## config.mk

```make
export PLATFORM = sky130hd
export DESIGN_NAME = controle_diferenca_serial_flat
export DESIGN_NICKNAME = d
export VERILOG_FILES = /design/src/rtl/controle_diferenca_serial_if.sv /design/src/rtl/controle_diferenca_serial.sv /design/src/flat_wrapper.sv
export SDC_FILE = /design/constraint.sdc
export NUM_CORES = 1
export LEC_CHECK = 0
export ABC_AREA = 1
export BUFFER_PORTS_ARGS = -buffer_cell sky130_fd_sc_hd__buf_2
export CORE_ASPECT_RATIO = 1.1
export CORE_MARGIN = 2
export CORE_UTILIZATION = 58
export DETAILED_ROUTE_END_ITERATION = 16
export PLACE_DENSITY = 0.91
export SYNTH_ARGS = -nofsm -noshare
export SYNTH_HDL_FRONTEND = slang
export SYNTH_SLANG_ARGS = --single-unit
```

## constraint.sdc

```tcl
create_clock -name clk -period 3.2 [get_ports clk]
set_input_delay 0.16 -clock clk [delete_from_list [all_inputs] [get_ports clk]]
set_output_delay 0.16 -clock clk [all_outputs]
set_load 0.01 [all_outputs]
```

## src/rtl/controle_diferenca_serial_if.sv

```systemverilog
// Request/result bundle between a requester and the bit-serial subtraction controller.
interface controle_diferenca_serial_if #(
    parameter int unsigned WIDTH = 8
);
    logic             start;
    logic [WIDTH-1:0] a;
    logic [WIDTH-1:0] b;
    logic             bin;
    logic             busy;
    logic             done;
    logic [WIDTH-1:0] diff;
    logic             bout;
    logic             zero;
    logic             ovf;

    modport master (
        output start, a, b, bin,
        input  busy, done, diff, bout, zero, ovf
    );

    modport slave (
        input  start, a, b, bin,
        output busy, done, diff, bout, zero, ovf
    );
endinterface

```

## src/rtl/controle_diferenca_serial.sv

```systemverilog
// Bit-serial A - B - bin: one full-difference cell reused LSB first, borrow kept in a flop.
module controle_diferenca_serial #(
    parameter int unsigned WIDTH = 8
) (
    input  logic                          clk,
    input  logic                          reset,
    controle_diferenca_serial_if.slave    bus
);

    localparam int unsigned CNT_W = (WIDTH > 2) ? $clog2(WIDTH) : 1;
    localparam logic [CNT_W-1:0] LAST_BIT = CNT_W'(WIDTH - 1);

    typedef enum logic [1:0] {
        IDLE = 2'd0,
        RUN  = 2'd1,
        DONE = 2'd2
    } state_e;

    state_e           state_q, state_d;
    logic [WIDTH-1:0] a_q, a_d;
    logic [WIDTH-1:0] b_q, b_d;
    logic [WIDTH-1:0] res_q, res_d;
    logic [WIDTH-1:0] diff_q, diff_d;
    logic [CNT_W-1:0] cnt_q, cnt_d;
    logic             brw_q, brw_d;
    logic             busy_q, busy_d;
    logic             done_q, done_d;
    logic             bout_q, bout_d;
    logic             zero_q, zero_d;
    logic             ovf_q, ovf_d;

    logic             cell_x_c, cell_y_c;
    logic             cell_diff_c, cell_brw_c;
    logic [WIDTH-1:0] assembled_c;

    // One-bit full-difference cell.
    assign cell_x_c    = a_q[0];
    assign cell_y_c    = b_q[0];
    assign cell_diff_c = cell_x_c ^ cell_y_c ^ brw_q;
    assign cell_brw_c  = (~cell_x_c & cell_y_c) | (~(cell_x_c ^ cell_y_c) & brw_q);
    assign assembled_c = {cell_diff_c, res_q[WIDTH-1:1]};

    always_ff @(posedge clk) begin
        if (reset) begin
            state_q <= IDLE;
        end else begin
            state_q <= state_d;
        end
    end

    always_ff @(posedge clk) begin
        if (reset) begin
            a_q    <= '0;
            b_q    <= '0;
            res_q  <= '0;
            diff_q <= '0;
            cnt_q  <= '0;
            brw_q  <= 1'b0;
            busy_q <= 1'b0;
            done_q <= 1'b0;
            bout_q <= 1'b0;
            zero_q <= 1'b0;
            ovf_q  <= 1'b0;
        end else begin
            a_q    <= a_d;
            b_q    <= b_d;
            res_q  <= res_d;
            diff_q <= diff_d;
            cnt_q  <= cnt_d;
            brw_q  <= brw_d;
            busy_q <= busy_d;
            done_q <= done_d;
            bout_q <= bout_d;
            zero_q <= zero_d;
            ovf_q  <= ovf_d;
        end
    end

    always_comb begin
        state_d = state_q;
        a_d     = a_q;
        b_d     = b_q;
        res_d   = res_q;
        diff_d  = diff_q;
        cnt_d   = cnt_q;
        brw_d   = brw_q;
        busy_d  = busy_q;
        done_d  = 1'b0;
        bout_d  = bout_q;
        zero_d  = zero_q;
        ovf_d   = ovf_q;

        unique case (state_q)
            IDLE: begin
                // Previous results stay visible until the new operation completes.
                if (bus.start) begin
                    a_d     = bus.a;
                    b_d     = bus.b;
                    brw_d   = bus.bin;
                    res_d   = '0;
                    cnt_d   = '0;
                    busy_d  = 1'b1;
                    state_d = RUN;
                end
            end
            RUN: begin
                a_d   = a_q >> 1;
                b_d   = b_q >> 1;
                res_d = assembled_c;
                brw_d = cell_brw_c;
                cnt_d = cnt_q + CNT_W'(1);
                if (cnt_q == LAST_BIT) begin
                    diff_d  = assembled_c;
                    bout_d  = cell_brw_c;
                    ovf_d   = brw_q ^ cell_brw_c;
                    zero_d  = (assembled_c == '0);
                    done_d  = 1'b1;
                    state_d = DONE;
                end
            end
            DONE: begin
                busy_d  = 1'b0;
                state_d = IDLE;
            end
            default: begin
                busy_d  = 1'b0;
                state_d = IDLE;
            end
        endcase
    end

    assign bus.busy = busy_q;
    assign bus.done = done_q;
    assign bus.diff = diff_q;
    assign bus.bout = bout_q;
    assign bus.zero = zero_q;
    assign bus.ovf  = ovf_q;

endmodule

```

## src/flat_wrapper.sv

```systemverilog
// flat-port wrapper written by rule: the top's interface ports become plain ports
module controle_diferenca_serial_flat 
#(
    parameter int unsigned WIDTH = 8
)
  (clk, reset, bus_start, bus_a, bus_b, bus_bin, bus_busy, bus_done, bus_diff, bus_bout, bus_zero, bus_ovf);
  controle_diferenca_serial_if #(.WIDTH(WIDTH)) bus_i ();
  input  logic clk;
  input  logic reset;
  input wire logic [$bits(bus_i.start)-1:0] bus_start;
  input wire logic [$bits(bus_i.a)-1:0] bus_a;
  input wire logic [$bits(bus_i.b)-1:0] bus_b;
  input wire logic [$bits(bus_i.bin)-1:0] bus_bin;
  output wire logic [$bits(bus_i.busy)-1:0] bus_busy;
  output wire logic [$bits(bus_i.done)-1:0] bus_done;
  output wire logic [$bits(bus_i.diff)-1:0] bus_diff;
  output wire logic [$bits(bus_i.bout)-1:0] bus_bout;
  output wire logic [$bits(bus_i.zero)-1:0] bus_zero;
  output wire logic [$bits(bus_i.ovf)-1:0] bus_ovf;
  assign bus_i.start = bus_start;
  assign bus_i.a = bus_a;
  assign bus_i.b = bus_b;
  assign bus_i.bin = bus_bin;
  assign bus_busy = bus_i.busy;
  assign bus_done = bus_i.done;
  assign bus_diff = bus_i.diff;
  assign bus_bout = bus_i.bout;
  assign bus_zero = bus_i.zero;
  assign bus_ovf = bus_i.ovf;
  controle_diferenca_serial #(.WIDTH(WIDTH)) u_core (.clk(clk), .reset(reset), .bus(bus_i));
endmodule
```

==> results.sh, run 1 <==
export IMPL_place_inst=318
export IMPL_drt_total_wl_mm=3.446
export IMPL_chipWidth_um=57.29
export IMPL_yosys_area_top_type="dfxtp_1"
export IMPL_grt_max_degree=32
export IMPL_post_cts_resize_count=0
export IMPL_instances_no_fill=326
export IMPL_tns_ns=0
export IMPL_final_util_pct=67.33
export IMPL_cts_buffers=5
export IMPL_slew_limit_headroom_pct=42.27
export IMPL_total_power_mw=1.093
export IMPL_h_tree_depth=2
export IMPL_syn_inst=266
export IMPL_holdPathStages=3
export IMPL_rr_worst_depth=5
export IMPL_gp_congestion=0.7579
export IMPL_period_share_pct=63.05
export IMPL_post_route_drc_count=0
export IMPL_area_growth_syn_to_layout_pct=12.29
export IMPL_layout_nets=314
export IMPL_worstMarginPinSlew_ns=0.8602
export IMPL_p_leak_nw=1.019
export IMPL_worst_slack_ns=1.182
export IMPL_vdd_drop_max_mv=0.4436
export IMPL_ant_nets=0
export IMPL_tritoncts="done"
export IMPL_synth_distinct_cells=19
export IMPL_grt_pass1_vias=1521
export IMPL_cts_hold_buf=0
export IMPL_cts_sinks=42
export IMPL_holdWs_ns=0.05121
export IMPL_die_h_um=62.62
export IMPL_power_per_cell_area_mw_per_mm2=537.0
export IMPL_vias=1626
export IMPL_pre_cts_slack_ns=1.191
export IMPL_cp_arrival_ns=2.28
export IMPL_crit_required_ns=3.46
export IMPL_rsz0062_at_grt="false"
export IMPL_grt_pass1_wl_mm=6.272
export IMPL_detail_route_vias_per_cell=4.988
export IMPL_dr_pass1_iters=4
export IMPL_maxCapViolations=0
export IMPL_finalHoldViolations=0
export IMPL_max_freq_mhz=495.6
export IMPL_synth_warnings=0
export IMPL_end_kind="register"
export IMPL_finalSetupViolCount=0
export IMPL_rows=21
export IMPL_synth_seq_cells=42
export IMPL_skew_ns=0.006980
export IMPL_hp_class="primary input to register"
export IMPL_cp_max_fo=30
export IMPL_final_area_mm2=0.002034
export IMPL_ios=33
export IMPL_slew_violations=0
export IMPL_clk_pin_slew_worst_paths_ns=0.12
export IMPL_cts_buffer_depth=2
export IMPL_critPathKind="register to register"
export IMPL_drive_above_1_share_pct=15.41
export IMPL_seq_area_frac_synth_pct=46.41
export IMPL_placed_cell_area_mm2=0.001928
export IMPL_start_util_pct=59.96
export IMPL_synth_top_cell_area_share_pct=46.41
export IMPL_dp_hpwl_mm=2.302
export IMPL_fp_dieArea_mm2=0.003587
export IMPL_post_cts_buffers=0
export IMPL_num_antenna_cells=0
export IMPL_outcome="completed"
export IMPL_fillCellCount=256
export IMPL_grtUsageTotal_pct=22.29
export IMPL_wl_per_cell_um=10.57
export IMPL_synthesis_nets=289
export IMPL_antenna_found_initial=0
export IMPL_clk_latency_ns=0.36
export IMPL_io_buffers=32
export IMPL_min_period_ns=2.018
export IMPL_core_area_mm2=0.003022
export IMPL_cp_start_kind="register"
export IMPL_grt_ovfl_total=0
export IMPL_avgSynthCellArea_um2=6.811
export IMPL_synthTopCellsByArea="dfxtp_1 (46%), nor2_1 (16%), nand2_1 (12%)"
export IMPL_cts_root_buf="clkbuf_4"
export IMPL_synth_area_mm2=0.001812
export IMPL_drtIter0Drc=94
-- layout make-up --
type | instances | area [um2] | share of cell area, %
clock buffer | 5 | 37.54 | 1.845
clock inverter | 3 | 68.82 | 3.383
inverter | 24 | 90.09 | 4.428
multi-input combinational | 186 | 794.5 | 39.05
sequential | 42 | 840.8 | 41.33
tap | 34 | 42.54 | 2.091
timing repair buffer | 32 | 160.2 | 7.872
-- placed cells by master, fill, tap and decap left out, types with 2 or more instances in the layout --
cell type / netlist / routed
inv_1: 22 / 22
nor2_1: 77 / 77
dfxtp_1: 42 / 42
inv_2: 2 / 2
buf_2: 5 / 32
o21ai_0: 27 / 27
bufinv_16: 0 / 2
ha_1: 2 / 2
clkbuf_4: 0 / 5
nand3_1: 4 / 4
nand2_2: 2 / 2
nand2_1: 59 / 59
a21oi_1: 12 / 12
-- power breakdown --
| group | internal [mW] | switching [mW] | total, mW |
|---|---|---|---|
| registers | 0.545 | 0.0128 | 0.558 |
| clock network | 0.244 | 0.180 | 0.425 |
| logic | 0.0409 | 0.0688 | 0.110 |
-- synthesized netlist by cell type, drive strengths merged --
cell     n
nand2   61
nor2    78
o21ai   28
clkbuf   4
a21oi   12
dfxtp   42
fa       1
ha       2
inv     24
buf     10
nand3    4
-- routing by layer --
metal  share of wire (%)  track usage (%)  vias to the layer above  wire [um]
met4                 1.8            10.17                        0         61
met5                   0                0                        -          0
met2                  46            35.63                       27       1591
li1                    -                -                      862          -
met3                 5.1            7.246                        6        176
met1                  47            26.97                      731       1616
-- sequential cells by signal (all words and copies together), names as in the netlist --
name and count:
u_core.a_q 8, u_core.bus.busy 1, u_core.cnt_q 3, u_core.b_q 8, u_core.bus.diff 8, u_core.res_q 7, u_core.bus.done 1, u_core.state_q 2
u_core.bus.bout 1, u_core.bus.zero 1, u_core.brw_q 1, u_core.bus.ovf 1
-- path summary, 6_finish.rpt --
check	start	end	slack [ns]
hold reg to reg	u_core.bus.busy	u_core.bus.busy	0.48
setup reg to reg	u_core.state_q[1]	u_core.b_q[6]	1.18
hold / removal	bus_a[7]	u_core.a_q[7]	0.05
setup / recovery	u_core.state_q[1]	u_core.b_q[6]	1.18
-- logic make-up after synthesis --
logic type               count (synthesis)  share of synthesized area (%)
buffers and inverters                   38                          9.737
AND/OR/NAND/NOR                        143                          30.32
AO/OA/AOI/OAI                           40                          11.05
adder cells (fa/ha/maj)                  3                          2.486
flip-flops                              42                          46.41
-- worst max-delay path, cell delays in order, from the launching register on --
cell and delay (ns):
dfxtp_1 0.41, inv_2 0.09, nand2_2 0.36, nand2_1 0.60
o21ai_0 0.40, nor2_1 0.06
No activity file was read; power rests on OpenSTA's default activity.
==> run 2: changes to the inputs <==
--- a/config.mk
+++ b/config.mk
@@ -9,9 +9,9 @@
 export BUFFER_PORTS_ARGS = -buffer_cell sky130_fd_sc_hd__buf_2
 export CORE_ASPECT_RATIO = 1.1
 export CORE_MARGIN = 2
-export CORE_UTILIZATION = 58
+export CORE_UTILIZATION = 54
 export DETAILED_ROUTE_END_ITERATION = 16
-export PLACE_DENSITY = 0.91
+export PLACE_DENSITY = 0.86
 export SYNTH_ARGS = -nofsm -noshare
 export SYNTH_HDL_FRONTEND = slang
 export SYNTH_SLANG_ARGS = --single-unit
==> constraint.sdc (replaced) <==
create_clock -name clk -period 1.9 [get_ports clk]
set_input_delay 0.095 -clock clk [delete_from_list [all_inputs] [get_ports clk]]
set_output_delay 0.095 -clock clk [all_outputs]
set_load 0.01 [all_outputs]
==> results.sh, run 2 (same netlist as run 1, synthesis figures left out) <==
export IMPL_chipWidth_um=59.23
export IMPL_layout_nets=321
export IMPL_cts_buffer_depth=2
export IMPL_grt_max_degree=31
export IMPL_io_buffers=32
export IMPL_wl_per_cell_um=9.964
export IMPL_vias=1622
export IMPL_slew_limit_headroom_pct=74.50
export IMPL_rows=22
export IMPL_rsz0062_at_grt="false"
export IMPL_met1_usage_pct=23.48
export IMPL_post_route_drc_count=0
export IMPL_clk_latency_ns=0.35
export IMPL_drive_above_1_share_pct=16.39
export IMPL_placed_cell_area_mm2=0.001968
export IMPL_worst_slack_ns=0.3509
export IMPL_skew_ns=0.004930
export IMPL_maxCapViolations=0
export IMPL_p_leak_nw=1.031
export IMPL_crit_required_ns=2.15
export IMPL_gp_congestion=0.7688
export IMPL_num_antenna_cells=0
export IMPL_final_cell_mix="nor2_1 (77), nand2_1 (59), dfxtp_1 (42), buf_2 (32), o21ai_0 (27)"
export IMPL_ff2ff_setup_slack_ns=0.35
export IMPL_cp_start_kind="register"
export IMPL_grt_pass1_wl_mm=5.878
export IMPL_tns_ns=0
export IMPL_h_tree_depth=2
export IMPL_tritoncts="done"
export IMPL_total_power_mw=1.585
export IMPL_ant_nets=0
export IMPL_area_growth_syn_to_layout_pct=13.05
export IMPL_start_util_pct=55.31
export IMPL_dp_hpwl_mm=2.276
export IMPL_core_area_mm2=0.003276
export IMPL_pre_cts_slack_ns=0.3704
export IMPL_cp_arrival_ns=1.80
export IMPL_dr_pass1_iters=4
export IMPL_max_freq_mhz=645.5
export IMPL_post_cts_buffers=0
export IMPL_use_met2_pct=33.38
export IMPL_final_common_cell="nor2_1"
export IMPL_clk_pin_slew_worst_paths_ns=0.11
export IMPL_outcome="completed"
export IMPL_fillCellCount=300
export IMPL_slew_violations=0
export IMPL_grt_pass1_vias=1487
export IMPL_cts_root_buf="clkbuf_4"
export IMPL_period_share_pct=81.53
export IMPL_cts_buffers=5
export IMPL_grtUsageTotal_pct=19.82
export IMPL_die_h_um=64.75
export IMPL_detail_route_vias_per_cell=4.842
export IMPL_end_kind="register"
export IMPL_grtUsageMet3_pct=4.591
export IMPL_final_util_pct=62.53
export IMPL_grt_ovfl_total=0
export IMPL_cts_sinks=42
export IMPL_top_usage_layer="met2"
export IMPL_vdd_drop_max_mv=0.4764
export IMPL_power_per_cell_area_mw_per_mm2=773.9
export IMPL_drt_total_wl_mm=3.338
export IMPL_hp_class="primary input to register"
export IMPL_min_period_ns=1.549
export IMPL_drtIter0Drc=87
export IMPL_fp_dieArea_mm2=0.003835
export IMPL_cp_max_fo=12
export IMPL_antenna_found_initial=0
export IMPL_ios=33
export IMPL_finalSetupViolCount=0
export IMPL_final_area_mm2=0.002048
export IMPL_finalHoldViolations=0
export IMPL_worstMarginPinSlew_ns=0.3821
export IMPL_critPathKind="register to register"
run 2: timing repair:
action / in CTS / in global routing
hold endpoints to repair: 2 / 0
endpoints found under the setup margin: 0 / 0
hold buffers: 2 / 0
gates resized for setup: 0 / 0
run 2: area by class of cell:
cell class	count	area [um2]	share of cell area [%]
tap	36	45.04	2.199
timing repair buffer	39	217.7	10.63
clock inverter	1	5.005	0.2443
multi-input combinational	186	794.5	38.79
clock buffer	7	55.05	2.688
inverter	24	90.09	4.398
sequential	42	840.8	41.05
run 2: per-stage QoR:
step           hold slack, ns  instances
2_1_floorplan          0.1641        266
3_3_place_gp           0.3765        325
3_5_place_dp           0.3809        325
4_1_cts               0.05231        335
5_1_grt               0.06551        335
6_report              0.05737        335
run 2: worst max-delay path: stages (launching register included):
cell	delay (ns)
dfxtp_1	0.36
ha_1	0.15
ha_1	0.15
nand2_2	0.08
nor2_2	0.32
inv_2	0.17
nor2_1	0.15
nor2_1	0.06
run 2: per-layer routing:
layer	share of wire, %	up-vias
met5	0	-
met4	1.4	0
met3	5.4	6
met2	48	33
met1	45	705
li1	-	878
run 2: worst paths after layout:
path                        start                  to  depth (start not counted)
setup / recovery  u_core.cnt_q[0]  u_core.bus.diff[3]                          7
hold / removal           bus_a[2]       u_core.a_q[2]                          5
setup reg to reg  u_core.cnt_q[0]  u_core.bus.diff[3]                          7
hold reg to reg   u_core.bus.bout     u_core.bus.bout                          2
run 2: where the power goes:
group	switching, mW	internal (mW)
clock	0.270	0.179
sequential	0.0202	0.918
combinational	0.118	0.0796
total	0.408	1.18
==> run 3: changes to the inputs <==
==> constraint.sdc (replaced) <==
create_clock -name clk -period 1.6 [get_ports clk]
set_input_delay 0.08 -clock clk [delete_from_list [all_inputs] [get_ports clk]]
set_output_delay 0.08 -clock clk [all_outputs]
set_load 0.01 [all_outputs]
==> results.sh, run 3 (same netlist as run 1, synthesis figures left out) <==
export IMPL_cts_buffers=5
export IMPL_multi_input_area_um2=794.5
export IMPL_final_common_cell="nor2_1"
export IMPL_cts_buffer_depth=2
export IMPL_clk_pin_slew_worst_paths_ns=0.12
export IMPL_fp_dieArea_mm2=0.003835
export IMPL_vdd_drop_max_mv=0.5605
export IMPL_layout_nets=322
export IMPL_crit_required_ns=1.90
export IMPL_drive_above_1_share_pct=16.33
export IMPL_maxCapViolations=0
export IMPL_antenna_found_initial=0
export IMPL_drtIter0Drc=87
export IMPL_grt_ovfl_total=0
export IMPL_worstMarginPinSlew_ns=0.2669
export IMPL_post_cts_buffers=0
export IMPL_post_route_drc_count=0
export IMPL_period_share_pct=85.22
export IMPL_cts_root_buf="clkbuf_4"
export IMPL_num_antenna_cells=0
export IMPL_ant_nets=0
export IMPL_cts_sinks=42
export IMPL_h_tree_depth=2
export IMPL_finalSetupViolCount=0
export IMPL_skew_ns=0.008442
export IMPL_grt_max_degree=31
export IMPL_rsz0062_at_grt="false"
export IMPL_p_leak_nw=1.041
export IMPL_tns_ns=0
export IMPL_cp_arrival_ns=1.66
export IMPL_detail_route_vias_per_cell=4.813
export IMPL_critPathCapture="u_core.bus.zero"
export IMPL_min_period_ns=1.364
export IMPL_chipWidth_um=59.23
export IMPL_hp_class="primary input to register"
export IMPL_io_buffers=32
export IMPL_place_inst=326
export IMPL_end_kind="register"
export IMPL_start_util_pct=55.31
export IMPL_final_cell_mix="nor2_1 (77), nand2_1 (59), dfxtp_1 (42), buf_2 (32), o21ai_0 (27)"
export IMPL_dp_hpwl_mm=2.334
export IMPL_rows=22
export IMPL_ff2ff_setup_slack_ns=0.24
export IMPL_tritoncts="done"
export IMPL_slew_limit_headroom_pct=82.21
export IMPL_post_cts_resize_count=0
export IMPL_final_util_pct=63.22
export IMPL_grtUsageTotal_pct=20.52
export IMPL_drt_total_wl_mm=3.461
export IMPL_final_area_mm2=0.002071
export IMPL_r2r_start="u_core.b_q[0]"
export IMPL_grt_pass1_vias=1495
export IMPL_outcome="completed"
export IMPL_critPathKind="register to register"
export IMPL_dr_pass1_iters=4
export IMPL_placed_cell_area_mm2=0.001976
export IMPL_cp_max_fo=3
export IMPL_cp_start_kind="register"
export IMPL_cp_startpoint="u_core.b_q[0]"
export IMPL_r2r_end="u_core.bus.zero"
export IMPL_regArea_um2=840.8
export IMPL_finalHoldViolations=0
export IMPL_cts_hold_buf=2
export IMPL_rr_worst_depth=7
export IMPL_gp_congestion=0.8203
export IMPL_vias=1617
export IMPL_ios=33
export IMPL_slew_violations=0
export IMPL_core_area_mm2=0.003276
export IMPL_clk_latency_ns=0.35
export IMPL_area_growth_syn_to_layout_pct=14.30
export IMPL_die_h_um=64.75
export IMPL_max_freq_mhz=733.4
export IMPL_instances_no_fill=336
export IMPL_fillCellCount=308
export IMPL_grt_pass1_wl_mm=6.016
export IMPL_power_per_cell_area_mw_per_mm2=969.8
export IMPL_wl_per_cell_um=10.30
[run 3: cell count changes in the layout (fill, tap and decap cells not counted)]
cell and delta:
buf_4 +1, clkinv_2 -1, clkbuf_1 +1, bufinv_16 +1, clkbuf_8 -1
[run 3: through the flow]
step / hold WS, ns / setup slack, ns / total power [mW]
2_1_floorplan: 0.1491 / 0.3339 / 1.312
3_3_place_gp: 0.3631 / 0.3063 / 1.362
3_5_place_dp: 0.3645 / 0.2518 / 1.369
4_1_cts: 0.02585 / 0.2240 / 2.024
5_1_grt: 0.03601 / 0.09347 / 2.113
6_report: 0.03609 / 0.2364 / 2.008
[run 3: layer usage]
| metal | GRT usage (%) | up-vias | share of wire (%) |
|---|---|---|---|
| met4 | 7.955 | 0 | 2.0 |
| met3 | 6.188 | 8 | 4.7 |
| met1 | 23.71 | 693 | 47 |
| li1 | - | 881 | - |
| met5 | 0 | - | 0 |
| met2 | 34.75 | 35 | 46 |
[run 3: worst min-delay path by stage]
stage	from	to	slack [ns]	cells past startpoint
after floorplan	reset	u_core.res_q[7]	0.15	1
after global placement	bus_a[7]	u_core.a_q[7]	0.36	3
after detailed placement	bus_b[7]	u_core.b_q[7]	0.36	3
after CTS	reset	u_core.res_q[4]	0.03	2
after global routing	reset	u_core.res_q[4]	0.04	2
final	reset	u_core.res_q[4]	0.04	2
[run 3: cell type report]
cell class,count,share of cell area (%)
timing repair buffer,40,10.88
tap,36,2.175
clock buffer,7,2.175
clock inverter,1,1.450
inverter,24,4.350
sequential,42,40.60
multi-input combinational,186,38.37
[run 3: critical path: stages (launching register included)]
cell and delay [ns]:
dfxtp_1 0.35, inv_1 0.06, fa_1 0.51, nor2_1 0.12, nand2_1 0.06, nor2_1 0.09, nor2_1 0.04, nor2_1 0.07
[run 3: power breakdown]
part | internal, mW | switching [mW] | leakage (nW) | total (mW)
registers | 1.09 | 0.0246 | 0.343 | 1.11
clock network | 0.332 | 0.327 | 0.0395 | 0.658
logic | 0.0942 | 0.141 | 0.658 | 0.235
total | 1.52 | 0.492 | 1.04 | 2.01
